### config.mk
export PLATFORM = sky130hd
export DESIGN_NAME = matmul_loader_flat
export DESIGN_NICKNAME = d
export VERILOG_FILES = /design/src/rtl/matmul_loader_if.sv /design/src/rtl/matmul_loader.sv /design/src/flat_wrapper.sv
export SDC_FILE = /design/constraint.sdc
export NUM_CORES = 1
export LEC_CHECK = 0
export CAP_MARGIN = 20
export CORE_AREA = 2 2 117 176
export DETAILED_ROUTE_END_ITERATION = 8
export DIE_AREA = 0 0 119 178
export GPL_TIMING_DRIVEN = 0
export PLACE_DENSITY = 0.69
export SLEW_MARGIN = 10
export SYNTH_ARGS = -nofsm -noshare
export SYNTH_HDL_FRONTEND = slang
export SYNTH_SLANG_ARGS = --single-unit
### constraint.sdc
create_clock -name clk -period 3.4 [get_ports clk]
set_input_delay 1.02 -clock clk [delete_from_list [all_inputs] [get_ports clk]]
set_output_delay 1.02 -clock clk [all_outputs]
set_load 0.01 [all_outputs]
### src/rtl/matmul_loader_if.sv
// Byte-stream input and packed-operand output bundle of the 3x3 matmul operand loader.
// Both sides use valid/ready: a beat moves on a rising edge where valid and ready are both high.
interface matmul_loader_if #(
    parameter int ELEM_W = 8
);
    logic [ELEM_W-1:0]   in_data;
    logic                in_valid;
    logic                in_ready;
    logic [9*ELEM_W-1:0] A_out;
    logic [9*ELEM_W-1:0] B_out;
    logic                mat_valid;
    logic                mat_ready;
    logic [4:0]          elem_cnt;
    logic                err_cksum;
    logic [1:0]          dbg_state;

    modport master (
        output in_data, in_valid, mat_ready,
        input  in_ready, A_out, B_out, mat_valid, elem_cnt, err_cksum, dbg_state
    );

    modport slave (
        input  in_data, in_valid, mat_ready,
        output in_ready, A_out, B_out, mat_valid, elem_cnt, err_cksum, dbg_state
    );
endinterface

### src/rtl/matmul_loader.sv
// Assembles a row-major byte stream into packed 3x3 operands A and B for the multiplier.
// Optional trailing checksum byte is enabled by defining MATMUL_LOADER_CKSUM_EN.
module matmul_loader #(
    parameter int ELEM_W = 8,
    parameter int DIM    = 3
) (
    input  logic            clk,
    input  logic            rst_n,
    input  logic            clear,
    matmul_loader_if.slave  bus
);
    localparam int N_ELEM = DIM * DIM;
    localparam int MAT_W  = N_ELEM * ELEM_W;

`ifdef MATMUL_LOADER_CKSUM_EN
    typedef enum logic [1:0] {LOAD_A, LOAD_B, HOLD, CKSUM} state_t;
`else
    typedef enum logic [1:0] {LOAD_A, LOAD_B, HOLD} state_t;
`endif

    state_t             state, state_n;
    logic [3:0]         idx, idx_n;
    logic [MAT_W-1:0]   a_q, a_n;
    logic [MAT_W-1:0]   b_q, b_n;
    logic               mv_q, mv_n;
    logic               rdy_q, rdy_n;
    logic [4:0]         cnt_q, cnt_n;
    logic               xfer;
    logic               last_elem;
`ifdef MATMUL_LOADER_CKSUM_EN
    logic [ELEM_W-1:0]  sum_q, sum_n;
    logic               err_q, err_n;
`endif

    // Element k lands in slot k counted from the MSB end, so [0][0] is the top byte.
    function automatic logic [MAT_W-1:0] put_elem(
        input logic [MAT_W-1:0]  m,
        input logic [3:0]        k,
        input logic [ELEM_W-1:0] d
    );
        logic [MAT_W-1:0] r;
        r = m;
        for (int i = 0; i < N_ELEM; i++) begin
            if (k == 4'(i)) begin
                r[(N_ELEM-1-i)*ELEM_W +: ELEM_W] = d;
            end
        end
        return r;
    endfunction

    assign xfer      = bus.in_valid && rdy_q;
    assign last_elem = (idx == 4'(N_ELEM - 1));

    always_comb begin
        state_n = state;
        idx_n   = idx;
        a_n     = a_q;
        b_n     = b_q;
        mv_n    = mv_q;
        rdy_n   = rdy_q;
        cnt_n   = cnt_q;
`ifdef MATMUL_LOADER_CKSUM_EN
        sum_n   = sum_q;
        err_n   = 1'b0;
`endif
        if (clear) begin
            // Flush wins over any transfer or output handshake on the same edge.
            state_n = LOAD_A;
            idx_n   = '0;
            a_n     = '0;
            b_n     = '0;
            mv_n    = 1'b0;
            rdy_n   = 1'b1;
            cnt_n   = '0;
`ifdef MATMUL_LOADER_CKSUM_EN
            sum_n   = '0;
`endif
        end else begin
            case (state)
                LOAD_A: begin
                    rdy_n = 1'b1;
                    if (xfer) begin
                        a_n   = put_elem(a_q, idx, bus.in_data);
                        cnt_n = cnt_q + 5'd1;
`ifdef MATMUL_LOADER_CKSUM_EN
                        sum_n = sum_q + bus.in_data;
`endif
                        if (last_elem) begin
                            idx_n   = '0;
                            state_n = LOAD_B;
                        end else begin
                            idx_n = idx + 4'd1;
                        end
                    end
                end
                LOAD_B: begin
                    rdy_n = 1'b1;
                    if (xfer) begin
                        b_n   = put_elem(b_q, idx, bus.in_data);
                        cnt_n = cnt_q + 5'd1;
`ifdef MATMUL_LOADER_CKSUM_EN
                        sum_n = sum_q + bus.in_data;
`endif
                        if (last_elem) begin
                            idx_n = '0;
`ifdef MATMUL_LOADER_CKSUM_EN
                            state_n = CKSUM;
`else
                            state_n = HOLD;
                            rdy_n   = 1'b0;
                            mv_n    = 1'b1;
`endif
                        end else begin
                            idx_n = idx + 4'd1;
                        end
                    end
                end
                HOLD: begin
                    mv_n  = 1'b1;
                    rdy_n = 1'b0;
                    if (mv_q && bus.mat_ready) begin
                        state_n = LOAD_A;
                        mv_n    = 1'b0;
                        rdy_n   = 1'b1;
                        cnt_n   = '0;
`ifdef MATMUL_LOADER_CKSUM_EN
                        sum_n   = '0;
`endif
                    end
                end
`ifdef MATMUL_LOADER_CKSUM_EN
                CKSUM: begin
                    rdy_n = 1'b1;
                    if (xfer) begin
                        if (bus.in_data == sum_q) begin
                            state_n = HOLD;
                            rdy_n   = 1'b0;
                            mv_n    = 1'b1;
                            cnt_n   = cnt_q + 5'd1;
                        end else begin
                            // Bad frame: drop it and restart clean.
                            state_n = LOAD_A;
                            err_n   = 1'b1;
                            a_n     = '0;
                            b_n     = '0;
                            cnt_n   = '0;
                            sum_n   = '0;
                        end
                    end
                end
`endif
                default: begin
                    state_n = LOAD_A;
                    idx_n   = '0;
                    mv_n    = 1'b0;
                    rdy_n   = 1'b1;
                    cnt_n   = '0;
                end
            endcase
        end
    end

    always_ff @(posedge clk or negedge rst_n) begin
        if (!rst_n) begin
            state <= LOAD_A;
            idx   <= '0;
            a_q   <= '0;
            b_q   <= '0;
            mv_q  <= 1'b0;
            rdy_q <= 1'b0;
            cnt_q <= '0;
        end else begin
            state <= state_n;
            idx   <= idx_n;
            a_q   <= a_n;
            b_q   <= b_n;
            mv_q  <= mv_n;
            rdy_q <= rdy_n;
            cnt_q <= cnt_n;
        end
    end

`ifdef MATMUL_LOADER_CKSUM_EN
    always_ff @(posedge clk or negedge rst_n) begin
        if (!rst_n) begin
            sum_q <= '0;
            err_q <= 1'b0;
        end else begin
            sum_q <= sum_n;
            err_q <= err_n;
        end
    end
    assign bus.err_cksum = err_q;
`else
    assign bus.err_cksum = 1'b0;
`endif

    assign bus.in_ready  = rdy_q;
    assign bus.A_out     = a_q;
    assign bus.B_out     = b_q;
    assign bus.mat_valid = mv_q;
    assign bus.elem_cnt  = cnt_q;
    assign bus.dbg_state = state;
endmodule

### src/flat_wrapper.sv
// flat-port wrapper written by rule: the top's interface ports become plain ports
module matmul_loader_flat 
#(
    parameter int ELEM_W = 8,
    parameter int DIM    = 3
)
  (clk, rst_n, clear, bus_in_data, bus_in_valid, bus_mat_ready, bus_in_ready, bus_A_out, bus_B_out, bus_mat_valid, bus_elem_cnt, bus_err_cksum, bus_dbg_state);
  matmul_loader_if #(.ELEM_W(ELEM_W)) bus_i ();
  input  logic clk;
  input  logic rst_n;
  input  logic clear;
  input wire logic [$bits(bus_i.in_data)-1:0] bus_in_data;
  input wire logic [$bits(bus_i.in_valid)-1:0] bus_in_valid;
  input wire logic [$bits(bus_i.mat_ready)-1:0] bus_mat_ready;
  output wire logic [$bits(bus_i.in_ready)-1:0] bus_in_ready;
  output wire logic [$bits(bus_i.A_out)-1:0] bus_A_out;
  output wire logic [$bits(bus_i.B_out)-1:0] bus_B_out;
  output wire logic [$bits(bus_i.mat_valid)-1:0] bus_mat_valid;
  output wire logic [$bits(bus_i.elem_cnt)-1:0] bus_elem_cnt;
  output wire logic [$bits(bus_i.err_cksum)-1:0] bus_err_cksum;
  output wire logic [$bits(bus_i.dbg_state)-1:0] bus_dbg_state;
  assign bus_i.in_data = bus_in_data;
  assign bus_i.in_valid = bus_in_valid;
  assign bus_i.mat_ready = bus_mat_ready;
  assign bus_in_ready = bus_i.in_ready;
  assign bus_A_out = bus_i.A_out;
  assign bus_B_out = bus_i.B_out;
  assign bus_mat_valid = bus_i.mat_valid;
  assign bus_elem_cnt = bus_i.elem_cnt;
  assign bus_err_cksum = bus_i.err_cksum;
  assign bus_dbg_state = bus_i.dbg_state;
  matmul_loader #(.ELEM_W(ELEM_W), .DIM(DIM)) u_core (.clk(clk), .rst_n(rst_n), .clear(clear), .bus(bus_i));
endmodule
==> results of run 1 <==
==> cells in the mapped netlist (2+ instances only) <==
library cell,n,area [um^2]
a2111o_1,2,22.5
a211oi_1,2,15.0
a21oi_1,3,15.0
a22o_1,2,17.5
a31oi_4,2,42.5
a41oi_2,5,81.3
a41oi_4,11,303
and2_1,2,12.5
buf_1,8,30.0
buf_2,8,40.0
buf_4,4,30.0
buf_6,2,22.5
clkbuf_1,13,48.8
dfrtp_1,157,3930
ha_1,8,100
inv_1,5,18.8
mux2_2,145,1630
nand2_1,6,22.5
nand2b_1,2,12.5
nand3_1,6,30.0
nand4_1,3,18.8
nor2b_1,14,87.6
o2111ai_1,2,17.5
o211ai_1,7,52.6
o21ai_0,3,15.0
o22ai_1,3,18.8
==> metrics by stage <==
step	hold WS [ns]	cell area, um^2	worst slack, ns	util
global placement	0.489	8750	-4.72	0.446
floorplan	0.550	6780	1.04	-
detailed placement	0.492	8780	0.290	0.447
finish	0.476	9360	0.769	0.477
CTS	0.468	9360	0.744	0.477
global route	0.484	9360	0.693	0.477
==> layout make-up <==
cell class / count / area share
clock inverters: 15 / 0.0163
plain buffers: 36 / 0.0191
clock buffers: 17 / 0.0455
inverters: 5 / 0.00201
repair buffers: 165 / 0.179
multi-input cells: 245 / 0.284
flip-flops and latches: 157 / 0.420
well taps: 260 / 0.0348
==> worst max-delay path: cells and delay by family <==
| family | cells | cell delay [ns] |
|---|---|---|
| multiplexers | 1 | 0.40 |
| buffers and inverters | 3 | 0.84 |
| AO/OA/AOI/OAI | 1 | 0.47 |
| AND/OR/NAND/NOR | 1 | 0.20 |
==> cells in the final DEF (no fill, tap or decap), drive strengths merged, types with 3 or more instances in the layout <==
cell type / synthesis / routed
clkbuf: 14 / 31
a41oi: 16 / 16
mux2: 145 / 145
clkdlybuf4s50: 0 / 163
a21oi: 3 / 3
nand2: 6 / 6
a31oi: 3 / 3
nand3: 6 / 6
ha: 8 / 8
o21ai: 3 / 3
dfrtp: 157 / 157
clkinvlp: 0 / 6
nor2b: 14 / 14
inv: 5 / 11
buf: 22 / 24
o22ai: 3 / 3
o211ai: 7 / 7
nand4: 3 / 3
==> power by group through the flow <==
stage,Combinational (mW),Sequential [mW],Clock (mW)
floorplan,0.280,2.21,0
global placement,0.808,2.14,0
finish,0.815,2.12,1.85
global route,0.870,2.14,1.96
detailed placement,0.828,2.15,0
CTS,0.831,2.12,1.89
==> registers in the layout, indices dropped and copies added (netlist names) <==
name,flops
u_core.idx,4
u_core.bus.elem_cnt,5
u_core.bus.dbg_state,2
u_core.bus.A_out,72
u_core.bus.in_ready,1
u_core.bus.B_out,72
u_core.bus.mat_valid,1
==> metal layers <==
layer,global-route usage,vias up,routed length (um)
li1,-,1991,-
met1,0.191,2250,6730
met2,0.318,111,9840
met3,0.0441,21,730
met4,0.0590,0,324
met5,0,-,0
==> how the worst min path moves through the flow <==
stage	from	endpoint	slack (ns)	depth (start not counted)
floorplan	u_core.bus.A_out[0]	u_core.bus.A_out[0]	0.55	1
global placement	u_core.bus.B_out[61]	u_core.bus.B_out[61]	0.49	1
detailed placement	u_core.bus.B_out[10]	u_core.bus.B_out[10]	0.49	1
CTS	rst_n	u_core.bus.A_out[40]	0.47	1
global route	rst_n	u_core.bus.A_out[40]	0.48	1
finish	rst_n	u_core.bus.A_out[40]	0.48	1
==> cells by family (layout without fill, tap and decap cells) <==
kind of cell,count (synthesis),count (layout),share of synthesized area
DFF,157,157,0.579
and+or+nand+nor,40,40,0.0352
muxes,146,146,0.242
AOI/OAI and AO/OA,50,50,0.0985
other,1,1,0.000553
adders and majority gates,8,8,0.0148
buffers and inverters,41,238,0.0292
==> run summary, run 1 <==
Outcome: finished, final reports clean
Worst path max stage delay: 0.49 ns
Detail Route Antenna Nets: 0
Vias in the first global route: 4779
Hold Buf Count CTS: 0
Die width: 119 um
Slowest-stage cell, CP: clkdlybuf4s50_1
CP cell instances: clkdlybuf4s50_1 -> and2_1 -> buf_4 -> buf_6 -> a41oi_4 -> mux2_2
Reg area: 0.00393 mm^2
Ports: 167
Register area share after synthesis: 0.579
Initial core utilization: 0.345
Initial antenna violation count: 0
Port Buffers: 164
Diodes inserted: 0
Rows: 63
TNS Setup: 0 ns
Post-CTS Resized: 0
Net Sw Power: 1.27 mW
Final Non-Filler Cells: 900
Routed Wire Length: 17600 um
Flop-to-flop setup slack: 1.17 ns
Post-Synthesis Cells: 443
Worst reg-to-reg path cell count: 7
Worst setup SP type: input pin
Switching share of power: 0.266
Vias per inst: 4.86
CTS H-tree depth: 4
Worst Path Required: 3.71 ns
Worst Max-Slew Pin Slew: 0.659 ns
Worst VDD drop: 446 uV
Reg-to-Reg Start: u_core.idx[0]
Largest fanout on the critical path: 10
Fmax: 380 MHz
First-pass GRT wire length: 27500 um
Dpl cells: 868
Crit path time final: 2.63 ns
Max-slew headroom: 0.561
Share of cells above drive strength 1: 0.338
Final max-slew violation count: 0
Wire length per cell: 19.6 um
Syn_area_per_cell: 15.3 um^2
Clock network fraction of design power: 0.386
TritonCTS Sinks: 157
Nets: 648
Flop pwr share: 0.443
Synth Flop Type: dfrtp_1
Multi-input gate area: 0.00265 mm^2
Die height: 178 um
Final Cycle Share: 0.774
Post-synth EDFFs: 0
Internal Power: 3.51 mW
GPL Wtd Cong: 0.822
Clock transition at path regs: 0.06 ns
HPWL after DPL: 12800 um
First DRT Iteration DRCs: 139
Number of buffers created by CTS: 17
Worst-Skew Late Latency: 0.43 ns
Post-CTS setup buffer count: 0
Leak Pwr: 3.95 nW
Crit path capture type: register
Layout overhead on the synthesized area: 38.0%
Synth cell types: 44
Total power draw: 4.78 mW
Critical setup path kind: in2reg
# setup viols final: 0
Synth Register Bits: 157
Remaining DRCs: 0
Aggregate global-route resource usage: 0.172
TritonCTS clock tree: built
Via count: 4373
Clock Path Buffers: 2
PD cells: 511 mW/mm^2
Worst setup startpoint: bus_in_valid
CORE AREA: 0.0196 mm^2
Largest net degree at the start of global routing: 116
Comb power frac: 0.170
R2R Path End: u_core.bus.B_out[4]
Yosys warnings: 0
Final Hold Vio Count: 0
Ys async rst share: 1.00
Syn Std Cell Area: 0.00678 mm^2
Synth Net Count: 464
RSZ-0062 raised after global routing: false
# fillers: 1712
Worst setup path endpoint: u_core.bus.A_out[9]
Root Driver: clkbuf_16
Grt total ovfl: 0
Critical Path AT: 2.94 ns
Max-Cap Viols: 0
Die area: 0.0212 mm^2
Worst hold path type: in2async
Max Clock Skew: 0.00922 ns
Pre-antenna DRT Iters: 4
No activity file was read; power rests on OpenSTA's default activity.
==> run 2: changes to the inputs <==
==> constraint.sdc (replaced) <==
create_clock -name clk -period 2.58 [get_ports clk]
set_input_delay 0.774 -clock clk [delete_from_list [all_inputs] [get_ports clk]]
set_output_delay 0.774 -clock clk [all_outputs]
set_load 0.01 [all_outputs]
==> results of run 2 <==
The final DEF is identical to that of run 1. Status: finished, final reports clean.
Main changes from that run: setup slack after placement 0.290 ns -> -0.284 ns; setup slack after layout 0.769 ns -> 0.195 ns; hold slack 0.476 ns -> 0.230 ns; register-to-register setup slack 1.17 ns -> 0.35 ns; total power 4.78 mW -> 6.30 mW; worst IR drop on VDD 446 uV -> 588 uV
==> run 3: changes to the inputs <==
--- a/config.mk
+++ b/config.mk
@@ -5,7 +5,6 @@
 export SDC_FILE = /design/constraint.sdc
 export NUM_CORES = 1
 export LEC_CHECK = 0
-export CAP_MARGIN = 20
 export CORE_AREA = 2 2 117 176
 export DETAILED_ROUTE_END_ITERATION = 8
 export DIE_AREA = 0 0 119 178
==> constraint.sdc (replaced) <==
create_clock -name clk -period 2.58 [get_ports clk]
set_input_delay 0.516 -clock clk [delete_from_list [all_inputs] [get_ports clk]]
set_output_delay 0.516 -clock clk [all_outputs]
set_load 0.01 [all_outputs]
==> run 3 against run 2 <==
Cell count is 0.11% higher. Maximum frequency up 6.5%. Power hardly changed. Clock power about the same. Largest cell class unchanged.
==> run summary, run 3 (synthesis results as in run 1) <==
Outcome: finished, final reports clean
Worst path max stage delay: 0.42 ns (-0.07 ns)
Hold Buf Count CTS: 1 (+1)
Multi-input gate area: 0.00265 mm^2 (unchanged)
Clock Path Buffers: 2 (unchanged)
Post-CTS setup buffer count: 0 (unchanged)
Largest net degree at the start of global routing: 116 (unchanged)
CP bufs+invs: 3 (unchanged)
Wire length per cell: 19.5 um (-0.28%)
Clock transition at path regs: 0.07 ns (about the same)
Worst reg-to-reg path cell count: 7 (unchanged)
Most common library cell in the layout ignoring fill and taps: clkdlybuf4s50_1
Die height: 178 um (unchanged)
Leak Pwr: 3.95 nW (+0.11%)
Slowest-stage cell, CP: a31oi_4
Top delay family on crit path: buffers and inverters
PD cells: 672 mW/mm^2
Port Buffers: 164 (unchanged)
Via count: 4379 (+0.14%)
Max-slew headroom: 0.566 (+0.00463)
GPL Wtd Cong: 0.822 (unchanged)
Diodes inserted: 0 (unchanged)
Setup ws final: 0.342 ns
TritonCTS Sinks: 157 (unchanged)
Worst min-delay path endpoint: u_core.bus.A_out[38]
Detail Route Antenna Nets: 0 (unchanged)
Largest fanout on the critical path: 8 (-2)
Worst hold path type: reg2reg
Crit path time final: 2.24 ns
Root Driver: clkbuf_16
Worst setup SP type: register
Total power draw: 6.30 mW
CP cell instances: inv_1 -> ha_1 -> buf_4 -> and3b_2 -> clkbuf_1 -> a31oi_4 -> mux2_2
Final max-slew violation count: 0 (unchanged)
Max-Cap Viols: 0 (unchanged)
Number of buffers created by CTS: 17 (unchanged)
RSZ-0062 raised after global routing: false
Fmax: 447 MHz
Final Cycle Share: 0.868
CTS H-tree depth: 4 (unchanged)
Post-CTS Resized: 0 (unchanged)
R2R Path End: u_core.bus.B_out[4]
Layout overhead on the synthesized area: 38.2%
Critical setup path kind: reg2reg
Routed Wire Length: 17600 um (-0.17%)
Grt total ovfl: 0 (unchanged)
# setup viols final: 0 (unchanged)
Remaining DRCs: 0 (unchanged)
Worst-Skew Late Latency: 0.43 ns (about the same)
Die area: 0.0212 mm^2 (unchanged)
Pre-antenna DRT Iters: 4 (unchanged)
Initial antenna violation count: 0 (unchanged)
Min-delay src: u_core.bus.A_out[38]
Worst Path Required: 2.89 ns
HPWL after DPL: 12800 um (unchanged)
Pre-CTS setup slack: -0.0262 ns
Final Hold Vio Count: 0 (unchanged)
Worst Max-Slew Pin Slew: 0.652 ns (-0.00695 ns)
Nets: 649 (+0.15%)
Hold Crit Depth: 1
Initial core utilization: 0.345 (unchanged)
Vias in the first global route: 4786 (+0.15%)
Final Core Density: 0.477 (+0.000510)
Max Clock Skew: 0.00830 ns (-0.000921 ns)
CORE AREA: 0.0196 mm^2 (unchanged)
Reg-to-Reg Start: u_core.idx[0]
Reg area: 0.00393 mm^2 (unchanged)
Share of cells above drive strength 1: 0.337 (-0.000527)
TNS Setup: 0 ns (unchanged)
# fillers: 1711 (-0.058%)
Ports: 167 (unchanged)
First-pass GRT wire length: 27400 um (about the same)
Most frequent cells in the layout: clkdlybuf4s50_1, dfrtp_1, mux2_2, clkbuf_16, nor2b_1
Min Hold Slack: 0.503 ns
Aggregate global-route resource usage: 0.172 (about the same)
TritonCTS clock tree: built
Worst VDD drop: 588 uV
Die width: 119 um (unchanged)
First DRT Iteration DRCs: 142 (+2.2%)
Crit path capture type: register
Vias per inst: 4.86 (about the same)
Flop-to-flop setup slack: 0.34 ns
Critical Path AT: 2.55 ns
Rows: 63 (unchanged)
run 3: cell count changes in the layout (fill, tap and decap cells not counted):
cell and delta:
dlygate4sd3_1 +1
run 3: per-stage QoR:
| stage | cell area [um^2] | cells |
|---|---|---|
| after CTS | 9370 | 901 |
| after global routing | 9370 | 901 |
| final | 9370 | 901 |
| after floorplan | 6780 | 443 |
| after detailed placement | 8780 | 868 |
| after global placement | 8750 | 867 |
run 3: worst register-to-register path, stage by stage (launching register included):
cell      delay (ns)
dfrtp_1         0.41
inv_1           0.11
ha_1            0.21
buf_4           0.18
and3b_2         0.21
clkbuf_1        0.19
a31oi_4         0.42
mux2_2          0.40
run 3: worst max path at each step:
| stage | startpoint | end | slack [ns] | cells past startpoint |
|---|---|---|---|---|
| floorplan | u_core.idx[0] | u_core.bus.A_out[0] | 0.59 | 7 |
| finish | u_core.idx[0] | u_core.bus.B_out[4] | 0.34 | 7 |
| global route | u_core.idx[0] | u_core.bus.B_out[1] | 0.23 | 7 |
| global placement | rst_n | u_core.bus.B_out[70] | -5.04 | 1 |
| detailed placement | bus_in_valid | u_core.bus.A_out[9] | -0.03 | 6 |
| CTS | u_core.idx[0] | u_core.bus.A_out[5] | 0.34 | 7 |
run 3: layer usage:
layer	vias up	wire (um)	GRT usage
met3	21	768	0.0441
met1	2260	6620	0.190
li1	1986	-	-
met2	112	9880	0.319
met4	0	325	0.0590
met5	-	0	0
run 3: final cells by class:
| cell class | count | area share |
|---|---|---|
| sequential | 157 | 0.419 |
| clock buffer | 17 | 0.0454 |
| buffer | 36 | 0.0191 |
| inverter | 5 | 0.00200 |
| tap | 260 | 0.0347 |
| timing repair buffer | 166 | 0.180 |
| clock inverter | 15 | 0.0163 |
| multi-input combinational | 245 | 0.283 |
run 3: power by group:
group / internal, mW / switching, mW / leakage [nW]
Combinational: 0.601 / 0.473 / 1.66
Sequential: 2.67 / 0.122 / 2.03
Clock: 1.36 / 1.08 / 0.264
